### config.mk
export PLATFORM = sky130hd
export DESIGN_NAME = mem_wb_stage
export DESIGN_NICKNAME = d
export VERILOG_FILES = /design/src/rtl/mem_wb_stage.sv
export SDC_FILE = /design/constraint.sdc
export NUM_CORES = 1
export LEC_CHECK = 0
export ABC_AREA = 1
export BUFFER_PORTS_ARGS = -buffer_cell sky130_fd_sc_hd__buf_2
export CAP_MARGIN = 20
export CORE_AREA = 2 2 149 151
export CTS_CLUSTER_SIZE = 30
export DETAILED_ROUTE_END_ITERATION = 10
export DIE_AREA = 0 0 151 153
export GPL_ROUTABILITY_DRIVEN = 0
export PLACE_DENSITY_LB_ADDON = 0.1
export REMOVE_ABC_BUFFERS = 1
export SLEW_MARGIN = 20
export SYNTH_ARGS = -nofsm -noshare
export SYNTH_HDL_FRONTEND = slang
export SYNTH_SLANG_ARGS = --single-unit
### constraint.sdc
create_clock -name clk -period 1.4 [get_ports clk]
set_input_delay 0.07 -clock clk [delete_from_list [all_inputs] [get_ports clk]]
set_output_delay 0.07 -clock clk [all_outputs]
set_load 0.02 [all_outputs]
### src/rtl/mem_wb_stage.sv
// Memory-access stage and MEM/WB register: data-memory handshake, stall, branch resolve, WB bundle.
// Define MEM_WB_STALL_COUNT_EN to add a saturating stall-cycle counter (stall_cycles/stall_count_clr).
module mem_wb_stage #(
  parameter int unsigned N = 32
) (
  input  logic         clk,
  input  logic         reset,
  input  logic         ex_branch_ne,
  input  logic         ex_branch_eq,
  input  logic         ex_jump,
  input  logic         ex_mem_read,
  input  logic         ex_mem_write,
  input  logic         ex_reg_write,
  input  logic         ex_mem_to_reg,
  input  logic         ex_zero,
  input  logic [N-1:0] ex_pc,
  input  logic [N-1:0] ex_alu_result,
  input  logic [N-1:0] ex_read_data2,
  input  logic [4:0]   ex_write_register,
  input  logic [N-1:0] ex_pc_4,
  output logic         dmem_req,
  output logic         dmem_we,
  output logic [N-1:0] dmem_addr,
  output logic [N-1:0] dmem_wdata,
  input  logic [N-1:0] dmem_rdata,
  input  logic         dmem_ack,
`ifdef MEM_WB_STALL_COUNT_EN
  input  logic         stall_count_clr,
  output logic [15:0]  stall_cycles,
`endif
  output logic         stall,
  output logic         pc_src,
  output logic [N-1:0] pc_target,
  output logic         flush,
  output logic         wb_reg_write,
  output logic         wb_mem_to_reg,
  output logic [N-1:0] wb_read_data,
  output logic [N-1:0] wb_alu_result,
  output logic [4:0]   wb_write_register,
  output logic [N-1:0] wb_pc_4
);

  typedef enum logic {StIdle, StWait} state_e;

  state_e state_q, state_d;
  logic   mem_op;
  logic   req_raw;
  logic   taken;

  logic         wb_reg_write_q, wb_mem_to_reg_q;
  logic [N-1:0] wb_read_data_q, wb_alu_result_q, wb_pc_4_q;
  logic [4:0]   wb_write_register_q;

  assign mem_op = ex_mem_read | ex_mem_write;

  always_comb begin
    state_d = state_q;
    req_raw = 1'b0;
    unique case (state_q)
      StIdle: begin
        req_raw = mem_op;
        if (mem_op && !dmem_ack) state_d = StWait;
      end
      StWait: begin
        req_raw = 1'b1;
        if (dmem_ack) state_d = StIdle;
      end
      default: state_d = StIdle;
    endcase
  end

  always_ff @(negedge clk or negedge reset) begin
    if (!reset) state_q <= StIdle;
    else        state_q <= state_d;
  end

  // Request is dropped for the whole reset window, abandoning any outstanding access.
  assign dmem_req   = req_raw & reset;
  assign dmem_we    = dmem_req & ex_mem_write;
  assign dmem_addr  = ex_alu_result;
  assign dmem_wdata = ex_read_data2;
  assign stall      = dmem_req & ~dmem_ack;

  // Stall has priority over a (never legal) coincident branch.
  assign taken     = (ex_branch_eq & ex_zero) | (ex_branch_ne & ~ex_zero) | ex_jump;
  assign pc_src    = taken & ~stall;
  assign flush     = pc_src;
  assign pc_target = ex_pc;

  always_ff @(negedge clk or negedge reset) begin
    if (!reset) begin
      wb_reg_write_q      <= 1'b0;
      wb_mem_to_reg_q     <= 1'b0;
      wb_read_data_q      <= '0;
      wb_alu_result_q     <= '0;
      wb_write_register_q <= '0;
      wb_pc_4_q           <= '0;
    end else if (stall) begin
      wb_reg_write_q  <= 1'b0;
      wb_mem_to_reg_q <= 1'b0;
    end else begin
      wb_reg_write_q      <= ex_reg_write;
      wb_mem_to_reg_q     <= ex_mem_to_reg;
      wb_read_data_q      <= (ex_mem_read && dmem_ack) ? dmem_rdata : '0;
      wb_alu_result_q     <= ex_alu_result;
      wb_write_register_q <= ex_write_register;
      wb_pc_4_q           <= ex_pc_4;
    end
  end

  assign wb_reg_write      = wb_reg_write_q;
  assign wb_mem_to_reg     = wb_mem_to_reg_q;
  assign wb_read_data      = wb_read_data_q;
  assign wb_alu_result     = wb_alu_result_q;
  assign wb_write_register = wb_write_register_q;
  assign wb_pc_4           = wb_pc_4_q;

`ifdef MEM_WB_STALL_COUNT_EN
  logic [15:0] stall_cycles_q;

  always_ff @(negedge clk or negedge reset) begin
    if (!reset) begin
      stall_cycles_q <= '0;
    end else if (stall_count_clr) begin
      stall_cycles_q <= '0;
    end else if (stall && (stall_cycles_q != 16'hFFFF)) begin
      stall_cycles_q <= stall_cycles_q + 16'd1;
    end
  end

  assign stall_cycles = stall_cycles_q;
`endif

endmodule
Word level (Yosys, flattened, before mapping). Cells that the tools add are included.

Bitwise gates (word level): 13. Magnitude comparators: 0. Div/mod/pow operators: 0. $add $sub $neg: 0. Reductions and logical operators: 3. Shift-type cells: 0. Multiplexer cells: 7. $mul: 0. Equality and inequality tests: 0.

Operators by type and width (count): 32-bit two-way mux (1); 1-bit AND (6); 1-bit two-way mux (4); 1-bit NOT (4); 1-bit case mux with 2 select lines (2); 1-bit bitwise OR (3); 1-bit logical AND (2); 1-bit zero test (1).

Output and inout bits: 204. RAM bits: 0. Input port bits: 176. ROM bits: 0. Latch bits: 0. Memories: 0. Register bits: 104.

Longest topological paths before layout.
Word-level depth: 6. Gate-level depth with buffers: 7.

==> results_dict.tcl <==
set metrics [dict create \
    numPortBuffers 251 \
    violations "setup timing" \
    place_ws_ns -0.506 \
    mostFrequentLayoutCell "nand2_1" \
    dr.first_iter.drc_count 185 \
    p_per_area_nw_per_um2 1100 \
    finalPower_uw 8130 \
    synthesis.area_um2 5110 \
    final-setup-viol-count 181 \
    synth_area_leader_cell "dfrtn_1" \
    num_rows 54 \
    cts_buffer_depth 2 \
    cp_top_family "flip-flops" \
    drive_above_1_share 0.453 \
    overflow 0 \
    ys_top_cells_by_area "dfrtn_1 51%, nand2_1 15%, buf_4 15%, nand4_1 12%, buf_2 2.4%" \
    first_global_vias 4647 \
    grtUsageTotal 0.171 \
    ys_types 12 \
    synth_cells 570 \
    setup_tns_ns -41.42 \
    via_per_inst 4.51 \
    drtPass1Iterations 4 \
    synth_warnings 0 \
    cts_sinks 104 \
    worstHoldPathType "input port to output port" \
    dp_hpwl_um 14800 \
    arrival_ns 2.01 \
    ant_nets 0 \
    ir_drop_mv 0.603 \
    drt-total-wl_um 20200 \
    clock_skew_ns 0.00876 \
    cts-root-buf "clkbuf_16" \
    grt_max_degree 65 \
    h-tree-depth 3 \
    power_leakage_uw 0.00400 \
    crit_chain "inv_2 -> nand2_4 -> buf_6 -> nand2_4 -> inv_4 -> nand2_1 -> inv_1 -> buf_6" \
    postLayoutCoreUtil 0.343 \
    synth_top_area_share 0.509 \
    antenna_found_initial 1 \
    outcome "finished, violations left" \
    dr_total_vias 4735 \
    dieArea_um2 23100 \
    start_util 0.238 \
    ys_seq_elements 104 \
    start_kind "flop" \
    path_max_fanout 5 \
    routedWlPerCell_um 19.2 \
    io_pins 380 \
    path_class "flop to output port" \
    fp.dieH_um 153 \
    placed_cell_area_um2 5960 \
    rsz0062_at_grt "yes" \
    required_ns 1.33 \
    fin_ws_ns -0.681 \
    maxSlewHeadroom 0.644 \
    num_antenna_cells 0 \
    grt_pass1_wl_um 29500 \
    cp_slowest_cell "dfrtn_1" \
    synth-seq-area-share 0.509 \
    path_buf_inv 5 \
    fin_nets 942 \
    mostFrequentLayoutCells "208 x nand2_1, 142 x buf_2, 113 x buf_6" \
    core_area_um2 21500 \
    tightest_slew_ns 0.534 \
    max_stage_delay_ns 0.41 \
    cts_buffers 9 \
    clk_latency_ns 0.35 \
    synth_area_per_cell_um2 8.96 \
    die-width_um 151 \
    hold_viol_final 0 \
    clk_pin_slew_ns 0.06 \
    drc 0 \
    maxSlewViolCount 0 \
    worstSetupEndpointType "output port" \
    syn2layout_area_growth_pct 44.4 \
    fin_area_um2 7380 \
    maxCapViolCount 0 \
    cts_tree "yes" \
]
-- worst reg2reg max path, cell delays in order, from the launching register on --
cell and delay (ns):
dfrtn_1 0.41, inv_2 0.05, nand2_4 0.08, nand3_4 0.15
buf_4 0.18, buf_6 0.13, buf_12 0.17, nand2_1 0.08
nand2_1 0.05
-- power breakdown --
group / switching (uW) / internal (uW) / leakage, uW
sequential: 175 / 3270 / 0.00129
combinational: 1010 / 908 / 0.00256
clock: 1180 / 1590 / 0.000155
total: 2360 / 5760 / 0.00400
-- final timing paths --
kind	slack, ns	end	startpoint	cells after the start
setup reg to reg	-0.06	wb_pc_4[11]	state_q	8
hold / removal	0.14	dmem_wdata[15]	ex_read_data2[15]	0
hold reg to reg	0.50	wb_read_data[15]	wb_read_data[15]	2
max in group asynchronous	0.64	wb_read_data[14]	reset	2
setup / recovery	-0.68	dmem_we	state_q	8
min in group asynchronous	0.27	wb_read_data[23]	reset	2
-- through the flow --
| step | std cells | hold WS [ns] |
|---|---|---|
| 2_1_floorplan | 430 | 0.140 |
| 3_3_place_gp | 987 | 0.140 |
| 3_5_place_dp | 987 | 0.140 |
| 4_1_cts | 1033 | 0.140 |
| 5_1_grt | 1051 | 0.140 |
| 6_report | 1051 | 0.140 |
-- logic make-up (layout without fill, tap and decap cells) --
kind of cell | Yosys count | count (layout) | share of synthesized area
AOI/OAI and AO/OA | 2 | 2 | 0.00196
buffers and inverters | 150 | 351 | 0.205
and+or+nand+nor | 314 | 314 | 0.284
DFF | 104 | 104 | 0.509
-- layout make-up --
cell class,instances,area (um^2)
well taps,280,350
repair buffers,325,2580
inverters,10,41.3
multi-input cells,316,1480
fillers,2296,14100
clock inverters,5,86.3
clock buffers,11,233
flip-flops and latches,104,2600
-- repair_timing --
| action | CTS | global route |
|---|---|---|
| gates resized for setup | 227 | 8 |
| setup buffers | 30 | 18 |
| setup endpoints to repair | 208 | 208 |
| hold buffers | 0 | 0 |
| pin swaps | 3 | 3 |
| endpoints found under the hold margin | 0 | 0 |
-- cell usage after synthesis, drive strengths merged --
| master | number |
|---|---|
| nand2 | 211 |
| buf | 136 |
| dfrtn | 104 |
| nand4 | 101 |
| inv | 10 |
| clkbuf | 4 |
| a21oi | 2 |
| nand3 | 1 |
| nor2 | 1 |
-- layer usage --
metal	share of wire	up-vias	GRT usage
li1	-	2189	-
met1	0.43	2199	0.224
met2	0.37	327	0.205
met3	0.18	14	0.145
met4	0.0076	6	0.0294
met5	0.011	-	0.0804
No activity file was read; power rests on OpenSTA's default activity.
